===== src/rtl/ctrl_fsm.sv =====
// ctrl_fsm: multi-cycle instruction sequencer in front of the register file.
// Takes 16-bit instructions over valid/ready, steps each one through
// DECODE/EXEC/MEM/WB, and drives register selects, the write strobe and the
// data memory handshake. Every port comes straight from a flop, so REG_WR
// (which gates the register file clock) cannot glitch.
module ctrl_fsm #(
    parameter int MEM_TIMEOUT = 255     // max MEM cycles without ACK, 1..255
) (
    input  logic        CLK,
    input  logic        RST_N,
    input  logic [15:0] INSTR,
    input  logic        INSTR_VALID,
    output logic        INSTR_READY,
    output logic        MEM_REQ,
    output logic        MEM_WE,
    input  logic        MEM_ACK,
    output logic [3:0]  Rx,
    output logic [3:0]  Ry,
    output logic [3:0]  Rz,
    output logic        REG_WR,
    output logic [2:0]  ALU_OP,
    output logic [1:0]  WB_SEL,
    output logic [15:0] IMM,
    output logic        BUSY,
    output logic        HALTED,
    output logic        ILLEGAL,
    output logic        MEM_ERR
);

    typedef enum logic [2:0] {
        S_IDLE, S_FETCH, S_DECODE, S_EXEC, S_MEM, S_WB, S_HALT
    } state_t;

    localparam logic [3:0] OP_LDI  = 4'h8;
    localparam logic [3:0] OP_LD   = 4'h9;
    localparam logic [3:0] OP_ST   = 4'hA;
    localparam logic [3:0] OP_MOV  = 4'hB;
    localparam logic [3:0] OP_HALT = 4'hF;

    localparam logic [1:0] WB_ALU = 2'b00;
    localparam logic [1:0] WB_MEM = 2'b01;
    localparam logic [1:0] WB_IMM = 2'b10;
    localparam logic [1:0] WB_RX  = 2'b11;

    // tmo_cnt holds the number of MEM cycles already completed, so the
    // MEM_TIMEOUT-th cycle is the one where it equals MEM_TIMEOUT-1.
    localparam logic [7:0] TMO_LAST = 8'(MEM_TIMEOUT - 1);

    state_t      state, state_nx;
    logic [3:0]  ir_op;        // only the opcode is needed after DECODE entry
    logic [7:0]  tmo_cnt;
    logic        accept;
    logic        ill_nx;
    logic        err_nx;
    logic [1:0]  wb_sel_dec;

    // INSTR_READY is high exactly while in FETCH, so this is the handshake.
    assign accept = INSTR_VALID && INSTR_READY;

    // Writeback source decoded from the incoming opcode, loaded on accept.
    always_comb begin
        wb_sel_dec = WB_ALU;
        case (INSTR[15:12])
            OP_LDI:  wb_sel_dec = WB_IMM;
            OP_LD:   wb_sel_dec = WB_MEM;
            OP_MOV:  wb_sel_dec = WB_RX;
            default: wb_sel_dec = WB_ALU;
        endcase
    end

    // Next-state logic plus the one-cycle ILLEGAL / MEM_ERR causes.
    always_comb begin
        state_nx = state;
        ill_nx   = 1'b0;
        err_nx   = 1'b0;
        case (state)
            S_IDLE:   state_nx = S_FETCH;
            S_FETCH:  if (accept) state_nx = S_DECODE;
            S_DECODE: begin
                if (!ir_op[3] || ir_op == OP_LDI || ir_op == OP_MOV) begin
                    state_nx = S_EXEC;
                end else if (ir_op == OP_LD || ir_op == OP_ST) begin
                    state_nx = S_MEM;
                end else if (ir_op == OP_HALT) begin
                    state_nx = S_HALT;
                end else begin
                    state_nx = S_FETCH;
                    ill_nx   = 1'b1;
                end
            end
            S_EXEC:   state_nx = S_WB;
            S_MEM: begin
                // ACK wins over a timeout landing in the same cycle.
                if (MEM_ACK) begin
                    state_nx = (ir_op == OP_LD) ? S_WB : S_FETCH;
                end else if (tmo_cnt == TMO_LAST) begin
                    state_nx = S_FETCH;
                    err_nx   = 1'b1;
                end
            end
            S_WB:     state_nx = S_FETCH;
            S_HALT:   state_nx = S_HALT;
            default:  state_nx = S_IDLE;
        endcase
    end

    // State register and control outputs, all registered from next state.
    always_ff @(posedge CLK or negedge RST_N) begin
        if (!RST_N) begin
            state       <= S_IDLE;
            INSTR_READY <= 1'b0;
            BUSY        <= 1'b0;
            MEM_REQ     <= 1'b0;
            MEM_WE      <= 1'b0;
            REG_WR      <= 1'b0;
            HALTED      <= 1'b0;
            ILLEGAL     <= 1'b0;
            MEM_ERR     <= 1'b0;
        end else begin
            state       <= state_nx;
            INSTR_READY <= (state_nx == S_FETCH);
            BUSY        <= (state_nx == S_DECODE) || (state_nx == S_EXEC) ||
                           (state_nx == S_MEM)    || (state_nx == S_WB);
            MEM_REQ     <= (state_nx == S_MEM);
            MEM_WE      <= (state_nx == S_MEM) && (ir_op == OP_ST);
            REG_WR      <= (state_nx == S_WB);
            HALTED      <= (state_nx == S_HALT);
            ILLEGAL     <= ill_nx;
            MEM_ERR     <= err_nx;
        end
    end

    // MEM cycle counter; restarts on every MEM entry.
    always_ff @(posedge CLK or negedge RST_N) begin
        if (!RST_N) begin
            tmo_cnt <= 8'd0;
        end else if (state == S_MEM && state_nx == S_MEM) begin
            tmo_cnt <= tmo_cnt + 8'd1;
        end else begin
            tmo_cnt <= 8'd0;
        end
    end

    // IR and datapath fields load on the accept edge (DECODE entry) and then
    // hold until the next accepted instruction.
    always_ff @(posedge CLK or negedge RST_N) begin
        if (!RST_N) begin
            ir_op  <= 4'd0;
            Rz     <= 4'd0;
            Rx     <= 4'd0;
            Ry     <= 4'd0;
            ALU_OP <= 3'd0;
            WB_SEL <= 2'b00;
            IMM    <= 16'd0;
        end else if (state == S_FETCH && accept) begin
            ir_op  <= INSTR[15:12];
            Rz     <= INSTR[11:8];
            Rx     <= INSTR[7:4];
            Ry     <= INSTR[3:0];
            ALU_OP <= INSTR[15] ? 3'd0 : INSTR[14:12];
            WB_SEL <= wb_sel_dec;
            IMM    <= {8'd0, INSTR[7:0]};
        end
    end

endmodule

===== config.mk =====
export PLATFORM = sky130hd
export DESIGN_NAME = ctrl_fsm
export DESIGN_NICKNAME = d
export VERILOG_FILES = /design/src/rtl/ctrl_fsm.sv
export SDC_FILE = /design/constraint.sdc
export NUM_CORES = 1
export LEC_CHECK = 0
export BUFFER_PORTS_ARGS = -buffer_cell sky130_fd_sc_hd__buf_2
export CAP_MARGIN = 15
export CORE_UTILIZATION = 50
export CTS_CLUSTER_SIZE = 30
export DETAILED_ROUTE_END_ITERATION = 7
export PLACE_DENSITY = 0.85
export SLEW_MARGIN = 20
export SYNTH_ARGS = -nofsm -noshare
export SYNTH_HDL_FRONTEND = slang
export SYNTH_SLANG_ARGS = --single-unit

===== constraint.sdc =====
create_clock -name CLK -period 4.5 [get_ports CLK]
set_clock_uncertainty 0.1 [all_clocks]
set_input_delay 0.9 -clock CLK [delete_from_list [all_inputs] [get_ports CLK]]
set_output_delay 0.9 -clock CLK [all_outputs]
set_load 0.02 [all_outputs]

==> results.py <==
metrics = {
    "cts": {
        "cts.path.max_buffers": 2,
        "ctsHoldBuffers": 0,
        "cts_tree": "yes",
        "cts-root-buf": "clkbuf_4",
        "cts_buffers": 5,
        "ctsResizeCount": 0,
        "worstSkewPairLatency_ns": 0.35,
        "postCtsSetupRepairBufs": 0,
        "clock-sinks": 40,
        "path_clk_slew_ns": 0.12,
        "htree_levels": 2,
    },
    "logic_synthesis": {
        "yosysTopAreaCellShare_pct": 54.8,
        "ys_ff_latch": 40,
        "syn_inst": 158,
        "synth_cell_type_count": 35,
        "synth.yosys.seq_area_share_pct": 54.8,
        "synth_top_cell_by_area": "dfrtp_1",
        "ys_warn_count": 0,
        "syn_area_mm2": 0.00183,
        "synth.area.top_cells": "dfrtp_1 55%, mux2_2 9.9%, buf_4 6.6%",
        "syn_area_per_cell_um2": 11.6,
    },
    "global_route": {
        "use_met1_pct": 21.0,
        "grtUsageTotal_pct": 17.5,
        "grt_use_met3_pct": 8.03,
        "antenna_found_initial": 0,
        "grtUsageMet2_pct": 27.4,
        "grt_pass1_vias": 1142,
        "grt_pass1_wl_um": 5160,
        "grt_max_degree": 41,
        "grt_overflow": 0,
        "busiest_layer": "met2",
    },
    "route": {
        "wirelength_um": 2970,
        "ant_nets": 0,
        "routed_via_density": 4.86,
        "firstDrtPassIters": 4,
        "vias": 1224,
        "drcViolationCount": 0,
        "wire_per_inst_um": 11.8,
        "drtIter0Drc": 21,
    },
    "timing": {
        "rsz0062_at_grt": "false",
        "tightest_slew_ns": 0.835,
        "finalCriticalPeriod_ns": 2.18,
        "relSlewSlack_pct": 44.3,
        "slew_viol_final": 0,
        "setup_violations": 0,
        "final-hold-violation-count": 0,
        "fin_ws_ns": 2.32,
        "period_share_pct": 48.5,
        "fmax_ghz": 0.458,
        "finalSetupTns_ns": 0,
    },
    "critical_path": {
        "cp.required_ns": 4.69,
        "worst_setup_path_end_kind": "flop",
        "critPathMaxFanout": 28,
        "worstSetupPathType": "flop to flop",
        "arrival_ns": 2.37,
        "startpoint_type": "flop",
    },
    "die": {
        "io_pins": 61,
        "row_count": 21,
        "die_w_um": 62.4,
        "core_area_mm2": 0.00342,
        "dieArea_mm2": 0.00390,
        "die_y_um": 62.4,
        "initial_core_util_pct": 53.4,
    },
    "final_layout": {
        "n_antenna_cell": 0,
        "drive_above_1_share_pct": 40.3,
        "mostFrequentLayoutCell": "buf_2",
        "layout_common_cells": "52 x buf_2, 40 x dfrtp_1, 16 x mux2_2, 14 x nor2_1, 10 x nand2_1",
        "num-fill-cells": 300,
        "final_net_count": 227,
        "syn_to_final_growth_pct": 16.0,
        "final_cells": 252,
    },
    "power": {
        "leakage_nw": 1.04,
        "switchingPower_mw": 0.580,
        "swShare_pct": 40.5,
        "comb_power_share_pct": 42.8,
        "intPower_mw": 0.853,
        "ir_drop_v": 0.000312,
        "p_clk_share_pct": 16.1,
        "p_per_area_mw_per_mm2": 677,
        "pwr-share-seq_pct": 41.1,
    },
    "place": {
        "port_buffers": 52,
        "place_congestion": 0.793,
        "place_ws_ns": 2.00,
        "dpl.cell_count": 244,
        "dp_hpwl_um": 2200,
    },
    "run": {
        "drv_cap": 0,
    },
    "run_status": {
        "outcome": "finished, final reports clean",
    },
    "worst_hold_path": {
        "hp-class": "flop to flop",
    },
}
critical path: stages (launching register included):
cell      delay [ns]
dfrtp_1         0.46
nor2_1          0.20
nand4_2         0.60
o211ai_1        0.30
and3b_1         0.27
and4_1          0.20
power groups by stage:
stage                     Combinational, mW  Sequential (mW)  Clock (mW)
after global routing                  0.667            0.611       0.254
after detailed placement              0.620            0.595           0
after floorplan                       0.368            0.700           0
final                                 0.614            0.589       0.230
after global placement                0.604            0.592           0
after CTS                             0.620            0.589       0.241
layer usage:
| metal | wire [um] | vias up |
|---|---|---|
| met3 | 192 | 6 |
| li1 | - | 612 |
| met4 | 42 | 0 |
| met2 | 1380 | 38 |
| met5 | 0 | - |
| met1 | 1350 | 568 |
registers in the layout (all words and copies together), names as in the netlist, 2 cells and up:
signal and flops:
ALU_OP 3, tmo_cnt 8, ir_op 4, Ry 3
Rx 4, WB_SEL 2, Rz 4, state 3
worst paths after layout:
check	from	to	slack, ns	cells past startpoint
max	state[1]	MEM_WE	2.32	5
min reg2reg	WB_SEL[0]	WB_SEL[0]	0.39	2
min in group asynchronous	RST_N	ALU_OP[2]	0.53	1
min	WB_SEL[0]	WB_SEL[0]	0.39	2
max in group asynchronous	RST_N	tmo_cnt[6]	3.24	1
max reg2reg	state[1]	MEM_WE	2.32	5
cells by family after synthesis:
group / synth area share (%)
AO/OA/AOI/OAI: 4.87
AND/OR/NAND/NOR: 16.2
buffers and inverters: 8.29
other: 0.205
flip-flops: 54.8
multiplexers: 9.87
XOR/XNOR: 4.32
adder cells (fa/ha/maj): 1.37
area by class of cell:
type	instances	area (um2)	share of cell area, %
clock buffer	5	37.5	1.77
clock inverter	3	42.5	2.01
inverter	5	18.8	0.887
multi-input combinational	101	699	33.0
sequential	40	1000	47.3
tap	46	57.6	2.72
timing repair buffer	52	260	12.3
Yosys cell counts, drive strengths merged:
master,n
nand3b,2
and3,2
o21ai,6
or3,1
nand2b,6
or4b,1
buf,17
nor3,5
o211ai,1
xnor2,5
inv,5
and4,1
clkbuf,2
a32oi,1
xor2,4
and2,1
dfrtp,40
o21a,1
and3b,1
a2111oi,1
mux2,16
nand2,10
conb,1
and4bb,1
nand4,3
nor4,1
a21oi,1
nand3,4
o211a,1
ha,2
nor4b,1
nor2,14
stage by stage:
| step | utilization (%) | power (mW) | hold slack, ns | instance area (um2) |
|---|---|---|---|---|
| final | 62.0 | 1.43 | 0.391 | 2120 |
| after CTS | 62.0 | 1.45 | 0.399 | 2120 |
| after detailed placement | 59.6 | 1.21 | 0.371 | 2040 |
| after global routing | 62.0 | 1.53 | 0.418 | 2120 |
| after global placement | 59.6 | 1.20 | 0.366 | 2040 |
| after floorplan | - | 1.07 | 0.355 | 1850 |
(Power assumes the default switching activity.)
